==> src/rtl/wbu_commit_pkg.sv <==
// wbu_commit_pkg: CSR addresses, csr_t encoding, cause codes and mstatus bit positions
package wbu_commit_pkg;
  localparam logic [11:0] CSR_MSTATUS   = 12'h300;
  localparam logic [11:0] CSR_MTVEC     = 12'h305;
  localparam logic [11:0] CSR_MEPC      = 12'h341;
  localparam logic [11:0] CSR_MCAUSE    = 12'h342;
  localparam logic [11:0] CSR_MCYCLE    = 12'hB00;
  localparam logic [11:0] CSR_MCYCLEH   = 12'hB80;
  localparam logic [11:0] CSR_MINSTRET  = 12'hB02;
  localparam logic [11:0] CSR_MINSTRETH = 12'hB82;
  typedef enum logic [1:0] {
    CSR_NONE  = 2'b00,
    CSR_WRITE = 2'b01,
    CSR_ECALL = 2'b10,
    CSR_MRET  = 2'b11
  } csr_t_e;
  localparam logic [31:0] MCAUSE_ECALL_M = 32'd11;
  localparam int MSTATUS_MIE  = 3;
  localparam int MSTATUS_MPIE = 7;
endpackage

==> src/rtl/wbu_csr_file.sv <==
// wbu_csr_file: M-mode CSR storage, 64-bit counters and combinational read port
module wbu_csr_file
  import wbu_commit_pkg::*;
#(
  parameter logic [31:0] RESET_MTVEC   = 32'h0000_0000,
  parameter logic [31:0] MSTATUS_RESET = 32'h0000_1800
) (
  input  logic        i_clock,
  input  logic        i_reset,
  input  logic        i_trap,
  input  logic        i_mret,
  input  logic        i_wen,
  input  logic        i_retire,
  input  logic [11:0] i_waddr,
  input  logic [31:0] i_wdata,
  input  logic [31:0] i_pc,
  input  logic [31:0] i_cause,
  input  logic [11:0] i_raddr,
  output logic [31:0] o_rdata,
  output logic [31:0] o_trap_vec,
  output logic [31:0] o_mepc
);
  logic [31:0] mstatus, mtvec, mepc, mcause;
  logic [63:0] mcycle, minstret, mcycle_n, minstret_n;
  always_comb begin
    mcycle_n   = (i_wen && i_waddr == CSR_MCYCLE)    ? {mcycle[63:32], i_wdata} :
                 (i_wen && i_waddr == CSR_MCYCLEH)   ? {i_wdata, mcycle[31:0]} : mcycle + 64'd1;
    minstret_n = (i_wen && i_waddr == CSR_MINSTRET)  ? {minstret[63:32], i_wdata} :
                 (i_wen && i_waddr == CSR_MINSTRETH) ? {i_wdata, minstret[31:0]} :
                 minstret + {63'd0, i_retire};
    o_rdata    = i_raddr == CSR_MSTATUS   ? mstatus :
                 i_raddr == CSR_MTVEC     ? mtvec :
                 i_raddr == CSR_MEPC      ? mepc :
                 i_raddr == CSR_MCAUSE    ? mcause :
                 i_raddr == CSR_MCYCLE    ? mcycle[31:0] :
                 i_raddr == CSR_MCYCLEH   ? mcycle[63:32] :
                 i_raddr == CSR_MINSTRET  ? minstret[31:0] :
                 i_raddr == CSR_MINSTRETH ? minstret[63:32] : 32'd0;
  end
  assign o_trap_vec = {mtvec[31:2], 2'b00};
  assign o_mepc     = mepc;
  always_ff @(posedge i_clock) begin
    if (i_reset) begin
      mstatus  <= MSTATUS_RESET;
      mtvec    <= RESET_MTVEC;
      mepc     <= 32'd0;
      mcause   <= 32'd0;
      mcycle   <= 64'd0;
      minstret <= 64'd0;
    end else begin
      mcycle   <= mcycle_n;
      minstret <= minstret_n;
      if (i_trap) begin
        mepc                  <= i_pc;
        mcause                <= i_cause;
        mstatus[MSTATUS_MPIE] <= mstatus[MSTATUS_MIE];
        mstatus[MSTATUS_MIE]  <= 1'b0;
      end else if (i_mret) begin
        mstatus[MSTATUS_MIE]  <= mstatus[MSTATUS_MPIE];
        mstatus[MSTATUS_MPIE] <= 1'b1;
      end else if (i_wen) begin
        if (i_waddr == CSR_MSTATUS) mstatus <= i_wdata;
        if (i_waddr == CSR_MTVEC)   mtvec   <= i_wdata;
        if (i_waddr == CSR_MEPC)    mepc    <= {i_wdata[31:2], 2'b00};
        if (i_waddr == CSR_MCAUSE)  mcause  <= i_wdata;
      end
    end
  end
endmodule

==> src/rtl/wbu_commit.sv <==
// wbu_commit: writeback/commit stage performing GPR writes, CSR updates, traps, mret and redirects
module wbu_commit
  import wbu_commit_pkg::*;
#(
  parameter logic [31:0] RESET_MTVEC   = 32'h0000_0000,
  parameter logic [31:0] MSTATUS_RESET = 32'h0000_1800
) (
  input  logic        i_clock,
  input  logic        i_reset,
  input  logic        i_valid,
  output logic        o_ready,
  input  logic [31:0] i_pc,
  input  logic [31:0] i_upc,
  input  logic [31:0] i_result,
  input  logic [4:0]  i_reg_rd,
  input  logic        i_reg_wen,
  input  logic [1:0]  i_csr_t,
  input  logic [11:0] i_csr,
  input  logic [31:0] i_csr_wdata,
  input  logic        i_exception,
  input  logic [3:0]  i_mcause,
  input  logic        i_jump,
  input  logic        i_branch,
  input  logic [11:0] i_csr_raddr,
  output logic [31:0] o_csr_rdata,
  output logic        o_rf_wen,
  output logic [4:0]  o_rf_waddr,
  output logic [31:0] o_rf_wdata,
  output logic        o_redirect,
  output logic [31:0] o_redirect_pc,
  output logic        o_commit,
  output logic [31:0] o_commit_pc
);
  logic        acc, trap, mret, cwr, redir;
  logic [31:0] trap_vec, mepc, target, cause;
  always_comb begin
    acc    = i_valid && o_ready;
    trap   = acc && (i_exception || i_csr_t == CSR_ECALL);
    mret   = acc && !trap && i_csr_t == CSR_MRET;
    cwr    = acc && !trap && i_csr_t == CSR_WRITE;
    redir  = trap || mret || (acc && (i_jump || i_branch));
    target = trap ? trap_vec : mret ? mepc : i_upc;
    cause  = i_csr_t == CSR_ECALL ? MCAUSE_ECALL_M : {28'd0, i_mcause};
  end
  wbu_csr_file #(
    .RESET_MTVEC  (RESET_MTVEC),
    .MSTATUS_RESET(MSTATUS_RESET)
  ) u_csr (
    .i_clock   (i_clock),
    .i_reset   (i_reset),
    .i_trap    (trap),
    .i_mret    (mret),
    .i_wen     (cwr),
    .i_retire  (acc && !trap),
    .i_waddr   (i_csr),
    .i_wdata   (i_csr_wdata),
    .i_pc      (i_pc),
    .i_cause   (cause),
    .i_raddr   (i_csr_raddr),
    .o_rdata   (o_csr_rdata),
    .o_trap_vec(trap_vec),
    .o_mepc    (mepc)
  );
  always_ff @(posedge i_clock) begin
    if (i_reset) begin
      o_ready       <= 1'b0;
      o_rf_wen      <= 1'b0;
      o_rf_waddr    <= 5'd0;
      o_rf_wdata    <= 32'd0;
      o_redirect    <= 1'b0;
      o_redirect_pc <= 32'd0;
      o_commit      <= 1'b0;
      o_commit_pc   <= 32'd0;
    end else begin
      o_ready    <= !redir;
      o_rf_wen   <= acc && i_reg_wen && !trap && |i_reg_rd;
      o_redirect <= redir;
      o_commit   <= acc && !trap;
      if (acc) begin
        o_rf_waddr    <= i_reg_rd;
        o_rf_wdata    <= i_result;
        o_redirect_pc <= target;
        o_commit_pc   <= i_pc;
      end
    end
  end
endmodule

==> config.mk <==
export PLATFORM = sky130hd
export DESIGN_NAME = wbu_commit
export DESIGN_NICKNAME = d
export VERILOG_FILES = /design/src/rtl/wbu_commit_pkg.sv /design/src/rtl/wbu_csr_file.sv /design/src/rtl/wbu_commit.sv
export SDC_FILE = /design/constraint.sdc
export NUM_CORES = 1
export LEC_CHECK = 0
export BUFFER_PORTS_ARGS = -buffer_cell sky130_fd_sc_hd__buf_2
export CAP_MARGIN = 20
export CORE_ASPECT_RATIO = 1.75
export CORE_UTILIZATION = 36
export CTS_CLUSTER_SIZE = 24
export DETAILED_ROUTE_END_ITERATION = 8
export PLACE_DENSITY = 0.54
export SYNTH_ARGS = -nofsm -noshare
export SYNTH_HDL_FRONTEND = slang
export SYNTH_SLANG_ARGS = --single-unit
==> constraint.sdc <==
create_clock -name i_clock -period 11 [get_ports i_clock]
set_input_delay 1.1 -clock i_clock [delete_from_list [all_inputs] [get_ports i_clock]]
set_output_delay 1.1 -clock i_clock [all_outputs]
set_load 0.01 [all_outputs]
==> results.yml <==
route:
  drt-total-wl_um: 88300
  post_drt_wl_per_cell_um: 26.4
  dr.pass1.iters: 9
  drt-initial-drc-count: 2325
  viasPerCell: 6.18
  drc_errors: 0
  ant_nets: 0
  vias: 20714
logic_synthesis:
  avgSynthCellArea_um2: 7.67
  synth_cell_types: 73
  synth_edf_count: 0
  yosysWarnings: 0
  synthFlopType: "dfxtp_1"
  synth_seq_cells: 361
  netlist_instances: 2479
  netlist_area_um2: 19000
  syn_nets: 2652
  synthArstFlopShare_pct: 0
  synth_seq_area_share_pct: 38.0
global_routing:
  grt.overflow.total: 0
  grt_pass1_vias: 20039
  antenna_found_initial: 4
  track_usage_pct: 32.1
  grt_max_degree: 103
  grt_pass1_wl_um: 130000
floorplan:
  die_area_um2: 53800
  die_y_um: 306
  core_area_um2: 52200
  ioPinCount: 307
  num_rows: 111
  start_util_pct: 36.4
  fp.dieW_um: 176
clock_tree:
  clock-sinks: 361
  cts_root_buf: "clkbuf_16"
  clock_path_buffers: 3
  hold_buffers: 0
  tritoncts: "yes"
  postCtsSetupBuffers: 0
  clkLatencyLatePin_ps: 570
  cts-resized-gates: 0
  htree_num_levels: 2
  cts_made_buffers: 38
  clk_pin_slew_ps: 60
timing:
  fmax_mhz: 200
  finClkSkew_ps: 27.6
  finalSetupViolCount: 0
  timing.final.crit_share_pct: 45.5
  layout_min_cycle_time_ps: 5000
  max_slew_margin_pct: 20.3
  fin_setup_tns_ps: 0
  hold_viol_final: 0
  drv_slew: 0
  worstMarginPinSlew_ps: 1190
  grt_setup_unrepaired: "false"
critical_path:
  path_buf_inv: 2
  worstSetupPathType: "in2out"
  cp_common_cell: "buf_2"
  critPathCaptureType: "output port"
  crit_arrival_ps: 3900
  cp.depth: 7
  cp_max_fo: 23
  start_kind: "input port"
  worstPathCellList: "buf_2 > nand4b_1 > nor4bb_1 > and2_1 > a222oi_1 > a31oi_1 > buf_2"
  crit_required_ps: 9900
  r2r_cells: 11
  cp-startpoint: "i_csr_raddr[10]"
  r2r-start: "o_ready"
  cp_slowest_cell: "and2_1"
  cp_top_family: "simple AND/OR/NAND/NOR gates"
  cp_slowest_stage_delay_ps: 980
finish:
  fin_area_um2: 22300
  finalNetCount: 2817
  drive_gt1_share_pct: 18.8
  syn_to_final_growth_pct: 17.1
  final_cell_mix: "479 x nand2_1, 361 x dfxtp_1, 306 x buf_2"
  layout_commonest_cell: "nand2_1"
pwr:
  ir_worst_vdd_v: 0.000122
  p_leak_nw: 7.81
  p_per_area_nw_per_um2: 133
worst_hold_path:
  hold_depth: 2
  hold_path_class: "reg2reg"
  min_from: "o_rf_wdata[6]"
placement:
  io_buffers: 306
  gp_congestion: 0.984
  placed_area_um2: 20900
  hpwl_um: 64100
outcome:
  status: "finished, final reports clean"
job:
  maxCapViolCount: 0
## where the power goes
part | internal, W | leakage (nW) | total, W | switching (W)
Sequential | 0.00133 | 2.92 | 0.00135 | 0.0000189
Clock | 0.000795 | 0.627 | 0.00138 | 0.000587
Combinational | 0.0000735 | 4.26 | 0.000218 | 0.000144
## worst paths after layout
kind / to / slack (ps)
min: o_rf_wdata[6] / 450
max reg2reg: u_csr.minstret[58] / 7260
min reg2reg: o_rf_wdata[6] / 450
max: o_csr_rdata[0] / 6000
## sequential cells by signal, indices dropped and copies added, names as in the netlist
register	flops
o_redirect_pc	32
o_redirect	1
u_csr.mtvec	32
o_rf_waddr	5
u_csr.mstatus	32
o_rf_wdata	32
o_commit_pc	32
u_csr.mcause	32
o_rf_wen	1
o_ready	1
u_csr.mcycle	64
o_commit	1
u_csr.o_mepc	32
u_csr.minstret	64
## cells by family (layout without fill, tap and decap cells)
kind of cell / after synthesis / count (layout) / share of synthesized area (%)
and+or+nand+nor: 1031 / 1031 / 25.6
AOI/OAI and AO/OA: 696 / 696 / 22.9
DFF: 361 / 361 / 38.0
buffers and inverters: 234 / 424 / 4.98
muxes: 129 / 129 / 7.21
xor gates and xnor gates: 25 / 25 / 1.15
adders and majority gates: 3 / 3 / 0.197
other: 0 / 4 / 0
## per-stage QoR
stage                     util [%]  worst slack, ps  instances  hold slack (ps)  power (W)
after floorplan                  -             6800       2479              431    0.00148
after global placement        39.9             6070       3277              438    0.00159
after detailed placement      39.9             6040       3277              445    0.00159
after CTS                     42.4             6040       3342              454    0.00296
after global routing          42.6             5860       3350              464    0.00303
final                         42.6             6000       3351              449    0.00295
## cells in the mapped netlist, types with 7 or more instances
cell | instances | area share, %
xor2_1 | 11 | 0.51
a31oi_1 | 87 | 2.9
and2_1 | 30 | 0.99
nor2_1 | 189 | 3.7
o221ai_1 | 7 | 0.32
o211ai_1 | 9 | 0.36
nor2b_1 | 9 | 0.30
buf_2 | 36 | 0.95
nand3_1 | 52 | 1.4
nand4b_1 | 7 | 0.32
a221oi_1 | 9 | 0.41
and3_1 | 31 | 1.0
and4_1 | 14 | 0.65
a22oi_1 | 15 | 0.59
or4_1 | 15 | 0.59
nor4_1 | 20 | 0.66
nand4_1 | 48 | 1.6
a222oi_1 | 53 | 2.8
mux2i_1 | 66 | 3.5
xnor2_1 | 14 | 0.65
o21ai_0 | 86 | 2.3
nor3_1 | 54 | 1.4
a211oi_1 | 63 | 2.5
a32oi_1 | 7 | 0.32
or3_1 | 22 | 0.72
mux2_2 | 63 | 3.7
nor3b_1 | 7 | 0.28
o21a_1 | 9 | 0.36
nand2_1 | 481 | 9.5
inv_1 | 10 | 0.20
o22ai_1 | 20 | 0.66
dfxtp_1 | 361 | 38
nand2b_1 | 12 | 0.39
clkbuf_1 | 179 | 3.5
a21oi_1 | 294 | 7.7
## routing by layer
metal  vias up  track usage (%)  wire length, µm  part of all wire, %
met5         -                0                0                    0
met4         0             20.1             5830                  6.6
met3       291             5.80             6650                  7.5
met2      1112             56.0            44000                   50
met1      9972             35.6            31800                   36
li1       9339                -                -                    -
## tightest hold or removal path: stages (launching register included)
cell     delay, ps
dfxtp_1        300
nand2_1         50
a21oi_1         50
## cell type report
cell class                      count  area, µm²
Inverter                           10       37.5
Tap cell                          678        848
Sequential cell                   361       7230
Clock inverter                     11        184
Clock buffer                       54       1100
Fill cell                        5473      30000
Multi-Input combinational cell   1884      10900
Antenna cell                        4       10.0
Timing Repair Buffer              349       1930
(Power assumes the default switching activity.)
